===== src/rtl/cache_mem_arbiter.sv =====
`default_nettype none
// ============================================================================
//  Module   : cache_mem_arbiter
//  Purpose  : Shares one simple-AXI memory port between the instruction cache
//             (m0) and the data cache (m1). Read and write channels each have
//             their own arbiter. A grant is held for a whole burst of BEATS
//             address handshakes and BEATS data beats. On the write channel a
//             burst also covers BEATS responses. Masters alternate between
//             bursts when both are requesting.
//  Ports    : clk, rst_n (synchronous, active-low)
//             m0_*/m1_*  : cache-side read address/data, write address/data,
//                          and write response channels
//             s_*        : memory-side mirror of the same channels
//             rd_busy/rd_grant, wr_busy/wr_grant : burst status per channel
//  Revision : 1.0 - initial release
// ============================================================================
module cache_mem_arbiter #(
    parameter int BEATS = 4,
    parameter int AW    = 32,
    parameter int DW    = 32
) (
    input  logic          clk,
    input  logic          rst_n,
    // master 0 (icache)
    input  logic          m0_ravalid,
    input  logic [AW-1:0] m0_raaddr,
    output logic          m0_raready,
    output logic          m0_rvalid,
    output logic [DW-1:0] m0_rdata,
    input  logic          m0_rready,
    input  logic          m0_wavalid,
    input  logic [AW-1:0] m0_waaddr,
    output logic          m0_waready,
    input  logic          m0_wvalid,
    input  logic [DW-1:0] m0_wdata,
    output logic          m0_wready,
    output logic          m0_bvalid,
    output logic [1:0]    m0_bresp,
    input  logic          m0_bready,
    // master 1 (dcache)
    input  logic          m1_ravalid,
    input  logic [AW-1:0] m1_raaddr,
    output logic          m1_raready,
    output logic          m1_rvalid,
    output logic [DW-1:0] m1_rdata,
    input  logic          m1_rready,
    input  logic          m1_wavalid,
    input  logic [AW-1:0] m1_waaddr,
    output logic          m1_waready,
    input  logic          m1_wvalid,
    input  logic [DW-1:0] m1_wdata,
    output logic          m1_wready,
    output logic          m1_bvalid,
    output logic [1:0]    m1_bresp,
    input  logic          m1_bready,
    // memory side
    output logic          s_ravalid,
    output logic [AW-1:0] s_raaddr,
    input  logic          s_raready,
    input  logic          s_rvalid,
    input  logic [DW-1:0] s_rdata,
    output logic          s_rready,
    output logic          s_wavalid,
    output logic [AW-1:0] s_waaddr,
    input  logic          s_waready,
    output logic          s_wvalid,
    output logic [DW-1:0] s_wdata,
    input  logic          s_wready,
    input  logic          s_bvalid,
    input  logic [1:0]    s_bresp,
    output logic          s_bready,
    // status
    output logic          rd_busy,
    output logic          rd_grant,
    output logic          wr_busy,
    output logic          wr_grant
);

    localparam int            CW      = $clog2(BEATS + 1);
    localparam logic [CW-1:0] CNT_MAX = CW'(BEATS);
    localparam logic [CW-1:0] CNT_ONE = CW'(1);

    localparam logic [0:0] ST_IDLE = 1'b0;
    localparam logic [0:0] ST_BUSY = 1'b1;

    // ------------------------------------------------------------------------
    // Read channel
    // ------------------------------------------------------------------------
    logic [0:0]    rd_state_q, rd_state_d;
    logic          rd_grant_q, rd_grant_d;
    logic          rd_last_q,  rd_last_d;
    logic [CW-1:0] ar_cnt_q,   ar_cnt_d;
    logic [CW-1:0] r_cnt_q,    r_cnt_d;

    logic          rd_active;
    logic          ar_open;
    logic          r_open;
    logic          sel_ravalid;
    logic [AW-1:0] sel_raaddr;
    logic          sel_rready;

    assign rd_active   = (rd_state_q == ST_BUSY);
    // A counter at BEATS closes its channel so extra beats stall until re-arbitration.
    assign ar_open     = rd_active && (ar_cnt_q < CNT_MAX);
    assign r_open      = rd_active && (r_cnt_q  < CNT_MAX);

    assign sel_ravalid = rd_grant_q ? m1_ravalid : m0_ravalid;
    assign sel_raaddr  = rd_grant_q ? m1_raaddr  : m0_raaddr;
    assign sel_rready  = rd_grant_q ? m1_rready  : m0_rready;

    assign s_ravalid   = ar_open && sel_ravalid;
    assign s_raaddr    = rd_active ? sel_raaddr : '0;
    assign s_rready    = r_open && sel_rready;

    assign m0_raready  = ar_open && !rd_grant_q && s_raready;
    assign m1_raready  = ar_open &&  rd_grant_q && s_raready;
    assign m0_rvalid   = r_open  && !rd_grant_q && s_rvalid;
    assign m1_rvalid   = r_open  &&  rd_grant_q && s_rvalid;
    assign m0_rdata    = (rd_active && !rd_grant_q) ? s_rdata : '0;
    assign m1_rdata    = (rd_active &&  rd_grant_q) ? s_rdata : '0;

    assign rd_busy     = rd_active;
    assign rd_grant    = rd_grant_q;

    always_comb begin
        rd_state_d = rd_state_q;
        rd_grant_d = rd_grant_q;
        rd_last_d  = rd_last_q;
        ar_cnt_d   = ar_cnt_q;
        r_cnt_d    = r_cnt_q;
        if (rd_state_q == ST_IDLE) begin
            if (m0_ravalid || m1_ravalid) begin
                rd_state_d = ST_BUSY;
                // On contention the master that did not own the last burst wins.
                rd_grant_d = (m0_ravalid && m1_ravalid) ? !rd_last_q : m1_ravalid;
            end
        end else begin
            if (s_ravalid && s_raready) ar_cnt_d = ar_cnt_q + CNT_ONE;
            if (s_rvalid  && s_rready)  r_cnt_d  = r_cnt_q  + CNT_ONE;
            if ((ar_cnt_d == CNT_MAX) && (r_cnt_d == CNT_MAX)) begin
                rd_state_d = ST_IDLE;
                rd_last_d  = rd_grant_q;
                ar_cnt_d   = '0;
                r_cnt_d    = '0;
            end
        end
    end

    always_ff @(posedge clk) begin
        if (!rst_n) begin
            rd_state_q <= ST_IDLE;
            rd_grant_q <= 1'b0;
            rd_last_q  <= 1'b1;
            ar_cnt_q   <= '0;
            r_cnt_q    <= '0;
        end else begin
            rd_state_q <= rd_state_d;
            rd_grant_q <= rd_grant_d;
            rd_last_q  <= rd_last_d;
            ar_cnt_q   <= ar_cnt_d;
            r_cnt_q    <= r_cnt_d;
        end
    end

    // ------------------------------------------------------------------------
    // Write channel
    // ------------------------------------------------------------------------
    logic [0:0]    wr_state_q, wr_state_d;
    logic          wr_grant_q, wr_grant_d;
    logic          wr_last_q,  wr_last_d;
    logic [CW-1:0] aw_cnt_q,   aw_cnt_d;
    logic [CW-1:0] w_cnt_q,    w_cnt_d;
    logic [CW-1:0] b_cnt_q,    b_cnt_d;

    logic          wr_active;
    logic          aw_open;
    logic          w_open;
    logic          b_open;
    logic          sel_wavalid;
    logic [AW-1:0] sel_waaddr;
    logic          sel_wvalid;
    logic [DW-1:0] sel_wdata;
    logic          sel_bready;

    assign wr_active   = (wr_state_q == ST_BUSY);
    assign aw_open     = wr_active && (aw_cnt_q < CNT_MAX);
    assign w_open      = wr_active && (w_cnt_q  < CNT_MAX);
    assign b_open      = wr_active && (b_cnt_q  < CNT_MAX);

    assign sel_wavalid = wr_grant_q ? m1_wavalid : m0_wavalid;
    assign sel_waaddr  = wr_grant_q ? m1_waaddr  : m0_waaddr;
    assign sel_wvalid  = wr_grant_q ? m1_wvalid  : m0_wvalid;
    assign sel_wdata   = wr_grant_q ? m1_wdata   : m0_wdata;
    assign sel_bready  = wr_grant_q ? m1_bready  : m0_bready;

    assign s_wavalid   = aw_open && sel_wavalid;
    assign s_waaddr    = wr_active ? sel_waaddr : '0;
    assign s_wvalid    = w_open && sel_wvalid;
    assign s_wdata     = wr_active ? sel_wdata : '0;
    assign s_bready    = b_open && sel_bready;

    assign m0_waready  = aw_open && !wr_grant_q && s_waready;
    assign m1_waready  = aw_open &&  wr_grant_q && s_waready;
    assign m0_wready   = w_open  && !wr_grant_q && s_wready;
    assign m1_wready   = w_open  &&  wr_grant_q && s_wready;
    assign m0_bvalid   = b_open  && !wr_grant_q && s_bvalid;
    assign m1_bvalid   = b_open  &&  wr_grant_q && s_bvalid;
    assign m0_bresp    = (wr_active && !wr_grant_q) ? s_bresp : 2'b00;
    assign m1_bresp    = (wr_active &&  wr_grant_q) ? s_bresp : 2'b00;

    assign wr_busy     = wr_active;
    assign wr_grant    = wr_grant_q;

    always_comb begin
        wr_state_d = wr_state_q;
        wr_grant_d = wr_grant_q;
        wr_last_d  = wr_last_q;
        aw_cnt_d   = aw_cnt_q;
        w_cnt_d    = w_cnt_q;
        b_cnt_d    = b_cnt_q;
        if (wr_state_q == ST_IDLE) begin
            if (m0_wavalid || m1_wavalid) begin
                wr_state_d = ST_BUSY;
                wr_grant_d = (m0_wavalid && m1_wavalid) ? !wr_last_q : m1_wavalid;
            end
        end else begin
            if (s_wavalid && s_waready) aw_cnt_d = aw_cnt_q + CNT_ONE;
            if (s_wvalid  && s_wready)  w_cnt_d  = w_cnt_q  + CNT_ONE;
            if (s_bvalid  && s_bready)  b_cnt_d  = b_cnt_q  + CNT_ONE;
            if ((aw_cnt_d == CNT_MAX) && (w_cnt_d == CNT_MAX) && (b_cnt_d == CNT_MAX)) begin
                wr_state_d = ST_IDLE;
                wr_last_d  = wr_grant_q;
                aw_cnt_d   = '0;
                w_cnt_d    = '0;
                b_cnt_d    = '0;
            end
        end
    end

    always_ff @(posedge clk) begin
        if (!rst_n) begin
            wr_state_q <= ST_IDLE;
            wr_grant_q <= 1'b0;
            wr_last_q  <= 1'b1;
            aw_cnt_q   <= '0;
            w_cnt_q    <= '0;
            b_cnt_q    <= '0;
        end else begin
            wr_state_q <= wr_state_d;
            wr_grant_q <= wr_grant_d;
            wr_last_q  <= wr_last_d;
            aw_cnt_q   <= aw_cnt_d;
            w_cnt_q    <= w_cnt_d;
            b_cnt_q    <= b_cnt_d;
        end
    end

endmodule
`default_nettype wire

===== config.mk =====
export PLATFORM = sky130hd
export DESIGN_NAME = cache_mem_arbiter
export DESIGN_NICKNAME = d
export VERILOG_FILES = /design/src/rtl/cache_mem_arbiter.sv
export SDC_FILE = /design/constraint.sdc
export NUM_CORES = 1
export LEC_CHECK = 0
export CAP_MARGIN = 20
export CORE_AREA = 2 2 167 169
export DETAILED_ROUTE_END_ITERATION = 10
export DIE_AREA = 0 0 169 171
export SETUP_SLACK_MARGIN = 0.4
export SLEW_MARGIN = 20
export SYNTH_ARGS = -nofsm -noshare
export SYNTH_HDL_FRONTEND = slang
export SYNTH_SLANG_ARGS = --single-unit

===== constraint.sdc =====
create_clock -name clk -period 5.3 [get_ports clk]
set_input_delay 0.795 -clock clk [delete_from_list [all_inputs] [get_ports clk]]
set_output_delay 0.795 -clock clk [all_outputs]
set_load 0.005 [all_outputs]

Yosys cells after proc, flatten, opt, wreduce, memory -nomap -nowiden

Cells that the tools add are included.
Widths: inputs -> output; s select.

$add $sub $neg: 5
Multiply operators: 0
Div/mod/pow operators: 0
$lt $le $gt $ge: 5
Equality and inequality tests: 5
Shifts and indexed selects: 0
Mux-type cells: 38
Bitwise logic cells: 2
Reduce and logical (&&, ||, !) cells: 54

Operator list:

| operator            | number |
|---|---|
| $mux 32             | 8 |
| $mux 3              | 15 |
| $logic_and 1x1->1   | 44 |
| $add 3x1->3 const B | 5 |
| $eq 3x3->1 const B  | 5 |
| $lt 3x3->1 const B  | 5 |
| $mux 1              | 13 |
| $reduce_and 2->1    | 4 |
| $logic_not 1->1     | 4 |
| $mux 2              | 2 |
| $logic_or 1x1->1    | 2 |
| $not 1->1           | 2 |

Bits in registers: 21
Latch bits: 0
Bits in writable memories: 0
Memory bits (read-only): 0
Bits of input ports: 243
Output and inout bits: 183
Logic and storage cells: 120
Memories kept: 0

Logic depth before layout (Yosys ltp)

Gate-level depths: netlist (run 1).

Depth after elaboration: 11
Depth in mapped cells: 7
Gate-level depth less buffers: 6

Least setup slack after synthesis (run 1)

No wires, ideal clock.

Kind: reg2out
Start: register wr_grant_q (netlist: wr_grant)
End: output port s_waaddr[0]
Arrival time: 1.314 ns
Setup slack: 3.191 ns
Stages on the path, launching flop included: 5
Path buffers: 2
Cell sequence: dfxtp_1 > buf_4 > buf_1 > mux2i_1 > nor2b_1

Longest elaborated chain between the ends: 2

Ends and longest elaborated chain:

| what                   | line | RTL |
|---|---|---|
| from (decl)            | 169  | `logic wr_grant_q, wr_grant_d;` |
| from (signal assigned) | 250  | `wr_grant_q <= wr_grant_d;` |
| $mux 32                | 191  | `assign sel_waaddr = wr_grant_q ? m1_waaddr : m0_waaddr;` |
| $mux 32                | 197  | `assign s_waaddr = wr_active ? sel_waaddr : '0;` |
| to (decl)              | 64   | `output logic [AW-1:0] s_waaddr,` |

Every way passes these cells.

Worst setup path in the final report (run 1)

Start: register rd_state_q (netlist: rd_busy)
End: output port m0_rdata[22]

Longest elaborated chain between the ends: 2

Ends and longest elaborated chain:

| what                   | line | RTL |
|---|---|---|
| from (decl)            | 89   | `logic [0:0] rd_state_q, rd_state_d;` |
| from (signal assigned) | 157  | `rd_state_q <= rd_state_d;` |
| $logic_and 1x1->1      | 119  | `assign m0_rdata = (rd_active && !rd_grant_q) ? s_rdata : '0;` |
| $mux 32                | 119  |  |
| to (decl)              | 29   | `output logic [DW-1:0] m0_rdata,` |

Every way passes these cells.

==> impl_metrics.yaml, run 1 <==
power:
  ir_worst_vdd_v: 0.0000911
  power.total_w: 0.000882
  powerDensity_mw_per_mm2: 111
  power_leakage_nw: 3.01
sta:
  period_share_pct: 67.1
  worst_pin_slew_ns: 1.04
  rsz0062_at_grt: "false"
  maxSlewViolCount: 0
  fin_skew_ns: 0.0121
  worst_slack_ns: 1.74
  max_clock_freq_ghz: 0.281
  hold_viol: 0
  slew_headroom_pct: 30.6
  tns_ns: 0
  final.min_clock_period_ns: 3.56
  finalSetupViolCount: 0
  hold_slack_ns: 0.517
clocking:
  ctsResizeCount: 0
  path_clk_slew_ns: 0.07
  clkLatencyLatePin_ns: 0.26
  cts_buffers: 3
  cts-root-buf: "clkbuf_16"
  h-tree-depth: 1
  ctsHoldBuffers: 0
  cts_sinks: 21
  post_cts_buffers: 0
  tritoncts: "done"
  clock_path_buffers: 2
outcome:
  status: "completed"
final_layout:
  fillers: 2901
  diodes: 0
  area_growth_pct: 142
  fin_nets: 1086
  drive_gt1_share_pct: 2.15
worst_setup_path:
  arrival_ns: 2.76
  reg2reg_from: "rd_grant$_SDFFE_PN0P_"
  cp-end-kind: "output port"
  path_max_fanout: 36
  crit_end: "m0_rdata[22]"
  start_kind: "register"
  startpoint: "rd_busy$_SDFF_PN0_"
  rrSetupSlack_ns: 2.39
  path_class: "register to output port"
  required_ns: 4.51
  r2r.worst_path.cells: 6
  rr_endpoint: "rd_last_q$_SDFFE_PN1P_"
floorplanning:
  coreArea_mm2: 0.0273
  design.portCount: 426
  dieArea_mm2: 0.0289
  die_y_um: 171
  die_x_um: 169
  initial_core_util_pct: 12.0
  rows: 61
drt:
  drt_iter0_drc: 136
  maxUsedRoutingLayer: "met5"
  drc: 0
  avgRoutedWirePerCell_um: 14.7
  num_vias: 4503
  ant_nets: 0
  wl_met1_um: 7010
  met3_length_um: 1300
  routed_via_density: 3.81
  wl_um: 17300
  drtPass1Iterations: 4
  wl_met2_um: 8900
synthesis:
  syn_area_mm2: 0.00329
  synthTopCellsByCount: "105 x mux2i_1, 75 x nor2b_1, 58 x nor2_1"
  synth_most_common_cell: "mux2i_1"
  ys_async_sr_fraction_pct: 0
  synth_cells: 442
  synth-warning-count: 0
  synth_top_area_share_pct: 32.0
  synth.distinct_cells: 36
  syn_area_per_cell_um2: 7.44
  synthFlopType: "dfxtp_1"
  ys_seq_area_share_pct: 12.8
  synth_edf_count: 0
  syn_nets: 690
  ys_ff_latch: 21
  synth_top_cell_by_area: "mux2i_1"
  synth_area_leaders: "mux2i_1 32%, nor2b_1 14%, dfxtp_1 13%, and2_1 7.0%, and3_1 6.8%"
run:
  drv_cap: 0
global_routing:
  grt_max_degree: 65
  grt_pass1_wl_um: 24600
  grt_usage_pct: 10.8
  overflow: 0
  antenna_found_initial: 1
  grt_pass1_vias: 4223
placed_design:
  place_ws_ns: 2.07
  io_buffers: 425
  place_congestion: 0.755
  hpwl_um: 14300
hold_path:
  hold-path-cell-count: 2
  hp-class: "register to register"
-- state kept, by name, indices dropped and copies added, names as in the netlist --
register / count
aw_cnt_q: 3
b_cnt_q: 3
r_cnt_q: 3
rd_busy: 1
wr_busy: 1
ar_cnt_q: 3
rd_last_q: 1
w_cnt_q: 3
wr_last_q: 1
wr_grant: 1
rd_grant: 1
-- cell families after synthesis --
| group | synth area share [%] |
|---|---|
| AND/OR/NAND/NOR | 40.3 |
| multiplexers | 33.3 |
| buffers and inverters | 5.33 |
| AO/OA/AOI/OAI | 5.06 |
| flip-flops | 12.8 |
| XOR/XNOR | 1.33 |
| adder cells (fa/ha/maj) | 1.90 |
-- per-layer routing --
layer  track usage (%)  up-vias
met2              19.9      182
met5                 0        -
met3              2.61        9
met4              1.37        2
met1              12.9     2022
li1                  -     2288
-- area by class of cell --
class	count	area (µm²)	share of cell area, %
timing repair buffer	430	4290	54.0
sequential	21	427	5.37
clock buffer	3	75.1	0.945
tap	346	433	5.45
clock inverter	1	5.00	0.0630
multi-input combinational	376	2690	33.9
inverter	6	22.5	0.283
-- stage by stage --
step / std cells / util, % / instance area (µm²)
CTS: 1183 / 29.1 / 7950
global placement: 1179 / 28.8 / 7870
detailed placement: 1179 / 28.8 / 7870
global route: 1183 / 29.1 / 7950
floorplan: 442 / - / 3290
finish: 1183 / 29.1 / 7950
-- worst min-delay path by stage --
| stage | startpoint | end | slack (ns) |
|---|---|---|---|
| global placement | b_cnt_q[1]$_SDFFE_PN0P_ | b_cnt_q[1]$_SDFFE_PN0P_ | 0.49 |
| CTS | w_cnt_q[1]$_SDFFE_PN0P_ | w_cnt_q[1]$_SDFFE_PN0P_ | 0.52 |
| floorplan | b_cnt_q[1]$_SDFFE_PN0P_ | b_cnt_q[1]$_SDFFE_PN0P_ | 0.47 |
| global route | w_cnt_q[1]$_SDFFE_PN0P_ | w_cnt_q[1]$_SDFFE_PN0P_ | 0.54 |
| detailed placement | w_cnt_q[1]$_SDFFE_PN0P_ | w_cnt_q[1]$_SDFFE_PN0P_ | 0.52 |
| finish | w_cnt_q[1]$_SDFFE_PN0P_ | w_cnt_q[1]$_SDFFE_PN0P_ | 0.52 |
-- layout by cell type, fill, tap and decap left out, types with 3 or more instances in the layout --
cell | synthesis | final
buf_4 | 1 | 5
o21ai_0 | 6 | 6
ha_1 | 5 | 5
inv_1 | 5 | 5
xor2_1 | 3 | 3
nor2b_1 | 75 | 75
nand3_1 | 5 | 5
a21boi_0 | 4 | 4
clkdlybuf4s50_1 | 0 | 425
and3_1 | 36 | 36
o211a_1 | 3 | 3
dfxtp_1 | 21 | 18
and2_1 | 37 | 37
clkbuf_16 | 0 | 3
mux2i_1 | 105 | 105
nand2_1 | 10 | 10
nand3b_1 | 4 | 4
nand2b_1 | 3 | 3
nor2_1 | 58 | 58
-- critical path: stages, from the launching register on --
cell             delay, ns
dfxtp_1               0.34
inv_2                 0.23
nor2_1                0.87
buf_4                 0.33
and2_1                0.18
clkdlybuf4s50_1       0.51
-- report_power, final --
| group | internal, W | total (W) | switching (W) | leakage, nW |
|---|---|---|---|---|
| Combinational | 0.000365 | 0.000522 | 0.000158 | 2.80 |
| Clock | 0.000102 | 0.000170 | 0.0000685 | 0.0409 |
| Sequential | 0.000163 | 0.000190 | 0.0000269 | 0.172 |
| Total | 0.000629 | 0.000882 | 0.000253 | 3.01 |
Power figures use the tool's default switching activity.
==> run 2, diff against run 1 <==
--- a/config.mk
+++ b/config.mk
@@ -6,9 +6,9 @@
 export NUM_CORES = 1
 export LEC_CHECK = 0
 export CAP_MARGIN = 20
-export CORE_AREA = 2 2 167 169
+export CORE_AREA = 2 2 166 168
 export DETAILED_ROUTE_END_ITERATION = 10
-export DIE_AREA = 0 0 169 171
+export DIE_AREA = 0 0 168 170
 export SETUP_SLACK_MARGIN = 0.4
 export SLEW_MARGIN = 20
 export SYNTH_ARGS = -nofsm -noshare
==> constraint.sdc (replaced) <==
create_clock -name clk -period 2.9 [get_ports clk]
set_input_delay 0.435 -clock clk [delete_from_list [all_inputs] [get_ports clk]]
set_output_delay 0.435 -clock clk [all_outputs]
set_load 0.005 [all_outputs]
==> impl_metrics.yaml, run 2 (same netlist as run 1, synthesis figures left out) <==
final_layout:
  utilization_pct: 30.1
  area_growth_pct: 144
  diodes: 0
  layout_commonest_cell: "clkdlybuf4s50_1"
  drive_gt1_share_pct: 3.31
  final_cell_mix: "425 x clkdlybuf4s50_1, 104 x mux2i_1, 75 x nor2b_1, 58 x nor2_1, 37 x and2_1"
  fin_nets: 1095
  fillers: 2827
clocking:
  cts-root-buf: "clkbuf_16"
  clock_path_buffers: 2
  h-tree-depth: 1
  tritoncts: "done"
  cts_sinks: 21
  clkLatencyLatePin_ns: 0.26
  ctsHoldBuffers: 0
  cts_buffers: 3
  path_clk_slew_ns: 0.06
drt:
  avgRoutedWirePerCell_um: 14.1
  num_vias: 4552
  drc: 0
  drt_iter0_drc: 125
  ant_nets: 0
  wl_um: 16700
  routed_via_density: 3.83
  drtPass1Iterations: 5
floorplanning:
  coreArea_mm2: 0.0267
  dieArea_mm2: 0.0286
  rows: 60
  die_x_um: 168
  initial_core_util_pct: 12.3
  die_y_um: 170
  design.portCount: 426
global_routing:
  grt_usage_pct: 10.8
  grt_pass1_vias: 4455
  antenna_found_initial: 0
  grt_pass1_wl_um: 24600
  overflow: 0
  grt_max_degree: 43
power:
  ir_worst_vdd_v: 0.000145
  power_leakage_nw: 3.06
  power.total_w: 0.00160
  powerDensity_mw_per_mm2: 200
sta:
  hold_viol: 0
  rsz0062_at_grt: "false"
  slew_headroom_pct: 43.1
  tns_ns: 0
  finalSetupViolCount: 0
  worst_pin_slew_ns: 0.851
  max_clock_freq_ghz: 0.426
  fin_skew_ns: 0.00130
  final.min_clock_period_ns: 2.35
  maxSlewViolCount: 0
  hold_slack_ns: 0.515
  period_share_pct: 81.0
worst_setup_path:
  cp-end-kind: "output port"
  required_ns: 2.47
  start_kind: "input port"
  arrival_ns: 1.91
  rr_endpoint: "b_cnt_q[2]$_SDFFE_PN0P_"
  path_class: "input port to output port"
  reg2reg_from: "wr_busy$_SDFF_PN0_"
  r2r.worst_path.cells: 5
  path_max_fanout: 4
  rrSetupSlack_ns: 0.90
hold_path:
  hold_path_startpoint: "w_cnt_q[1]$_SDFFE_PN0P_"
  hold-path-cell-count: 2
  hold_end: "w_cnt_q[1]$_SDFFE_PN0P_"
  hp-class: "register to register"
placed_design:
  io_buffers: 425
  place_congestion: 0.759
  hpwl_um: 14000
run:
  drv_cap: 0
outcome:
  status: "completed"
[run 2: per-stage QoR]
| stage | setup slack, ns | instance area, µm² | std cells |
|---|---|---|---|
| 2_1_floorplan | 1.09 | 3290 | 442 |
| 3_3_place_gp | 0.392 | 7930 | 1182 |
| 3_5_place_dp | 0.411 | 7930 | 1182 |
| 4_1_cts | 0.429 | 8030 | 1187 |
| 5_1_grt | 0.425 | 8030 | 1187 |
| 6_report | 0.551 | 8030 | 1187 |
[run 2: report_power, final]
part,total (W),switching [W],internal (W)
clock network,0.000294,0.000108,0.000185
registers,0.000320,0.0000233,0.000297
logic,0.000990,0.000314,0.000676
total,0.00160,0.000445,0.00116
[run 2: final cells by class]
type                            instances  area (µm²)  area share (%)
Timing Repair Buffer                  439        4380            54.5
Sequential cell                        21         429            5.34
Inverter                                6        22.5           0.280
Tap cell                              341         427            5.31
Multi-Input combinational cell        376        2700            33.6
Clock buffer                            3        75.1           0.934
Clock inverter                          1        5.00          0.0623
[run 2: worst max-delay path: stages]
cell             delay (ns)
clkdlybuf4s50_1        0.53
mux2_2                 0.20
nand2_1                0.05
nor2_1                 0.15
clkdlybuf4s50_1        0.55
[run 2: timing repair]
item                                    CTS  global route
buffers inserted                          1             0
gates resized for setup                   2             1
endpoints found under the setup margin    5            25
[run 2: how the worst max path moves through the flow]
stage                     cells after the start             startpoint                     end  slack [ns]
after global routing                          3     wr_busy$_SDFF_PN0_             s_waaddr[5]        0.43
after floorplan                               7  rd_grant$_SDFFE_PN0P_  rd_last_q$_SDFFE_PN1P_        1.09
after global placement                        4              m1_wvalid                s_wvalid        0.39
final                                         5             m0_wavalid               s_wavalid        0.55
after CTS                                     4  rd_grant$_SDFFE_PN0P_             s_raaddr[3]        0.43
after detailed placement                      4              m1_wvalid                s_wvalid        0.41
[run 2: per-layer routing]
layer	GRT usage (%)	vias to the layer above	part of all wire (%)
met1	13.2	2052	42
li1	-	2310	-
met5	0	-	0
met2	19.2	177	50
met4	2.23	0	1.2
met3	2.56	13	6.7
==> run 3, diff against run 2 <==
--- a/config.mk
+++ b/config.mk
@@ -6,9 +6,9 @@
 export NUM_CORES = 1
 export LEC_CHECK = 0
 export CAP_MARGIN = 20
-export CORE_AREA = 2 2 166 168
+export CORE_AREA = 2 2 164 166
 export DETAILED_ROUTE_END_ITERATION = 10
-export DIE_AREA = 0 0 168 170
+export DIE_AREA = 0 0 166 168
 export SETUP_SLACK_MARGIN = 0.4
 export SLEW_MARGIN = 20
 export SYNTH_ARGS = -nofsm -noshare
==> constraint.sdc (replaced) <==
create_clock -name clk -period 2.45 [get_ports clk]
set_input_delay 0.3675 -clock clk [delete_from_list [all_inputs] [get_ports clk]]
set_output_delay 0.3675 -clock clk [all_outputs]
set_load 0.005 [all_outputs]
==> impl_metrics.yaml, run 3 (same netlist as run 1, synthesis figures left out) <==
clocking:
  path_clk_slew_ns: 0.06
  h-tree-depth: 1
  clkLatencyLatePin_ns: 0.26
  ctsHoldBuffers: 0
  cts-root-buf: "clkbuf_16"
  cts_buffers: 3
  clock_path_buffers: 2
  tritoncts: "done"
  cts_sinks: 21
worst_setup_path:
  arrival_ns: 1.74
  crit_chain: "buf_4 -> mux2_1 -> nand2_1 -> nor2_1 -> clkdlybuf4s50_1"
  worst-path-stages: 5
  path_class: "register to output port"
  cp_slowest_stage_delay_ns: 0.46
  crit_end: "s_rready"
  start_kind: "register"
  required_ns: 2.08
  path_max_fanout: 6
  cp_slowest_cell: "clkdlybuf4s50_1"
  rrSetupSlack_ns: 0.46
  startpoint: "rd_grant$_SDFFE_PN0P_"
  reg2reg_from: "rd_grant$_SDFFE_PN0P_"
  critPathBufInv: 2
  r2r.worst_path.cells: 7
  rr_endpoint: "rd_last_q$_SDFFE_PN1P_"
  cp-end-kind: "output port"
  crit_family: "buffers and inverters"
global_routing:
  grt_pass1_vias: 4645
  overflow: 0
  grt_max_degree: 43
  grt_usage_pct: 12.1
  grt_pass1_wl_um: 27000
  antenna_found_initial: 0
drt:
  routed_via_density: 3.84
  wl_um: 18400
  drc: 0
  avgRoutedWirePerCell_um: 14.9
  drtPass1Iterations: 4
  drt_iter0_drc: 119
  num_vias: 4741
  ant_nets: 0
placed_design:
  io_buffers: 425
  place_inst: 1189
  place_congestion: 0.768
  hpwl_um: 14500
sta:
  finalSetupViolCount: 0
  slew_headroom_pct: 57.3
  period_share_pct: 86.0
  hold_slack_ns: 0.501
  max_clock_freq_ghz: 0.474
  tns_ns: 0
  hold_viol: 0
  rsz0062_at_grt: "true"
  worst_pin_slew_ns: 0.636
  maxSlewViolCount: 0
  final.min_clock_period_ns: 2.11
  fin_skew_ns: 0.00108
power:
  ir_worst_vdd_v: 0.000155
  powerDensity_mw_per_mm2: 229
  power.total_w: 0.00200
  power_leakage_nw: 4.26
outcome:
  status: "completed"
floorplanning:
  die_x_um: 166
  coreArea_mm2: 0.0264
  design.portCount: 426
  dieArea_mm2: 0.0279
  die_y_um: 168
  rows: 60
  initial_core_util_pct: 12.5
final_layout:
  final_cell_mix: "323 x clkdlybuf4s50_1, 99 x mux2i_1, 75 x nor2b_1, 57 x nor2_1, 54 x dlygate4sd2_1"
  drive_gt1_share_pct: 9.84
  fin_cells: 1236
  layout_commonest_cell: "clkdlybuf4s50_1"
  area_growth_pct: 165
  fin_nets: 1143
hold_path:
  hp-class: "register to register"
run:
  drv_cap: 0
run 3: cell types whose count changed in the layout (fill, tap and decap cells not counted), sizes merged:
cell,previous run,this run
clkdlybuf4s15,0,1
dlymetal6s2s,0,47
clkinvlp,0,1
clkdlybuf4s50,425,323
buf,14,62
inv,6,5
diode,0,1
dlygate4sd2,0,54
run 3: layout make-up:
type,count,area [µm²]
diodes,1,2.50
clock buffers,3,75.1
clock inverters,1,5.00
fillers,2777,17600
inverters,6,28.8
multi-input cells,376,2770
flip-flops and latches,21,435
well taps,341,427
repair buffers,487,4980
run 3: report_power, final:
part | internal (W) | switching (W) | total [W] | leakage, nW
clock network | 0.000220 | 0.000143 | 0.000363 | 0.0409
logic | 0.000846 | 0.000421 | 0.00127 | 4.04
registers | 0.000351 | 0.0000179 | 0.000369 | 0.173
total | 0.00142 | 0.000582 | 0.00200 | 4.26
run 3: how the worst min path moves through the flow:
stage,from,endpoint,slack (ns),depth (start not counted)
global placement,b_cnt_q[1]$_SDFFE_PN0P_,b_cnt_q[1]$_SDFFE_PN0P_,0.49,2
CTS,w_cnt_q[1]$_SDFFE_PN0P_,w_cnt_q[1]$_SDFFE_PN0P_,0.51,2
floorplan,b_cnt_q[1]$_SDFFE_PN0P_,b_cnt_q[1]$_SDFFE_PN0P_,0.47,2
finish,b_cnt_q[1]$_SDFFE_PN0P_,b_cnt_q[1]$_SDFFE_PN0P_,0.50,2
global route,w_cnt_q[1]$_SDFFE_PN0P_,w_cnt_q[1]$_SDFFE_PN0P_,0.53,2
detailed placement,w_cnt_q[1]$_SDFFE_PN0P_,w_cnt_q[1]$_SDFFE_PN0P_,0.50,2
run 3: layer usage:
| metal | track usage (%) | up-vias | routed length [µm] |
|---|---|---|---|
| met1 | 15.5 | 2150 | 8110 |
| met3 | 2.12 | 11 | 933 |
| li1 | - | 2406 | - |
| met2 | 21.7 | 174 | 9210 |
| met4 | 1.66 | 0 | 155 |
| met5 | 0 | - | 0 |
run 3: stage by stage:
| stage | setup WS [ns] | utilization, % | area, µm² |
|---|---|---|---|
| 2_1_floorplan | 0.637 | - | 3290 |
| 3_3_place_gp | 0.0950 | 30.4 | 8010 |
| 3_5_place_dp | 0.0713 | 30.4 | 8010 |
| 4_1_cts | 0.276 | 31.8 | 8370 |
| 5_1_grt | 0.252 | 33.1 | 8720 |
| 6_report | 0.342 | 33.1 | 8720 |
run 3: tightest hold or removal path, cell delays in order (launching register included):
cell and delay, ns:
dfxtp_1 0.32, o21ai_0 0.06, a21boi_0 0.07
run 3: what timing repair did:
action / 4_1_cts / 5_1_grt
buffers inserted: 18 / 19
gates resized for setup: 86 / 67
cloned: 5 / 0
setup endpoints to repair: 185 / 114
pin swaps: 2 / 7
endpoints found under the hold margin: 0 / 0
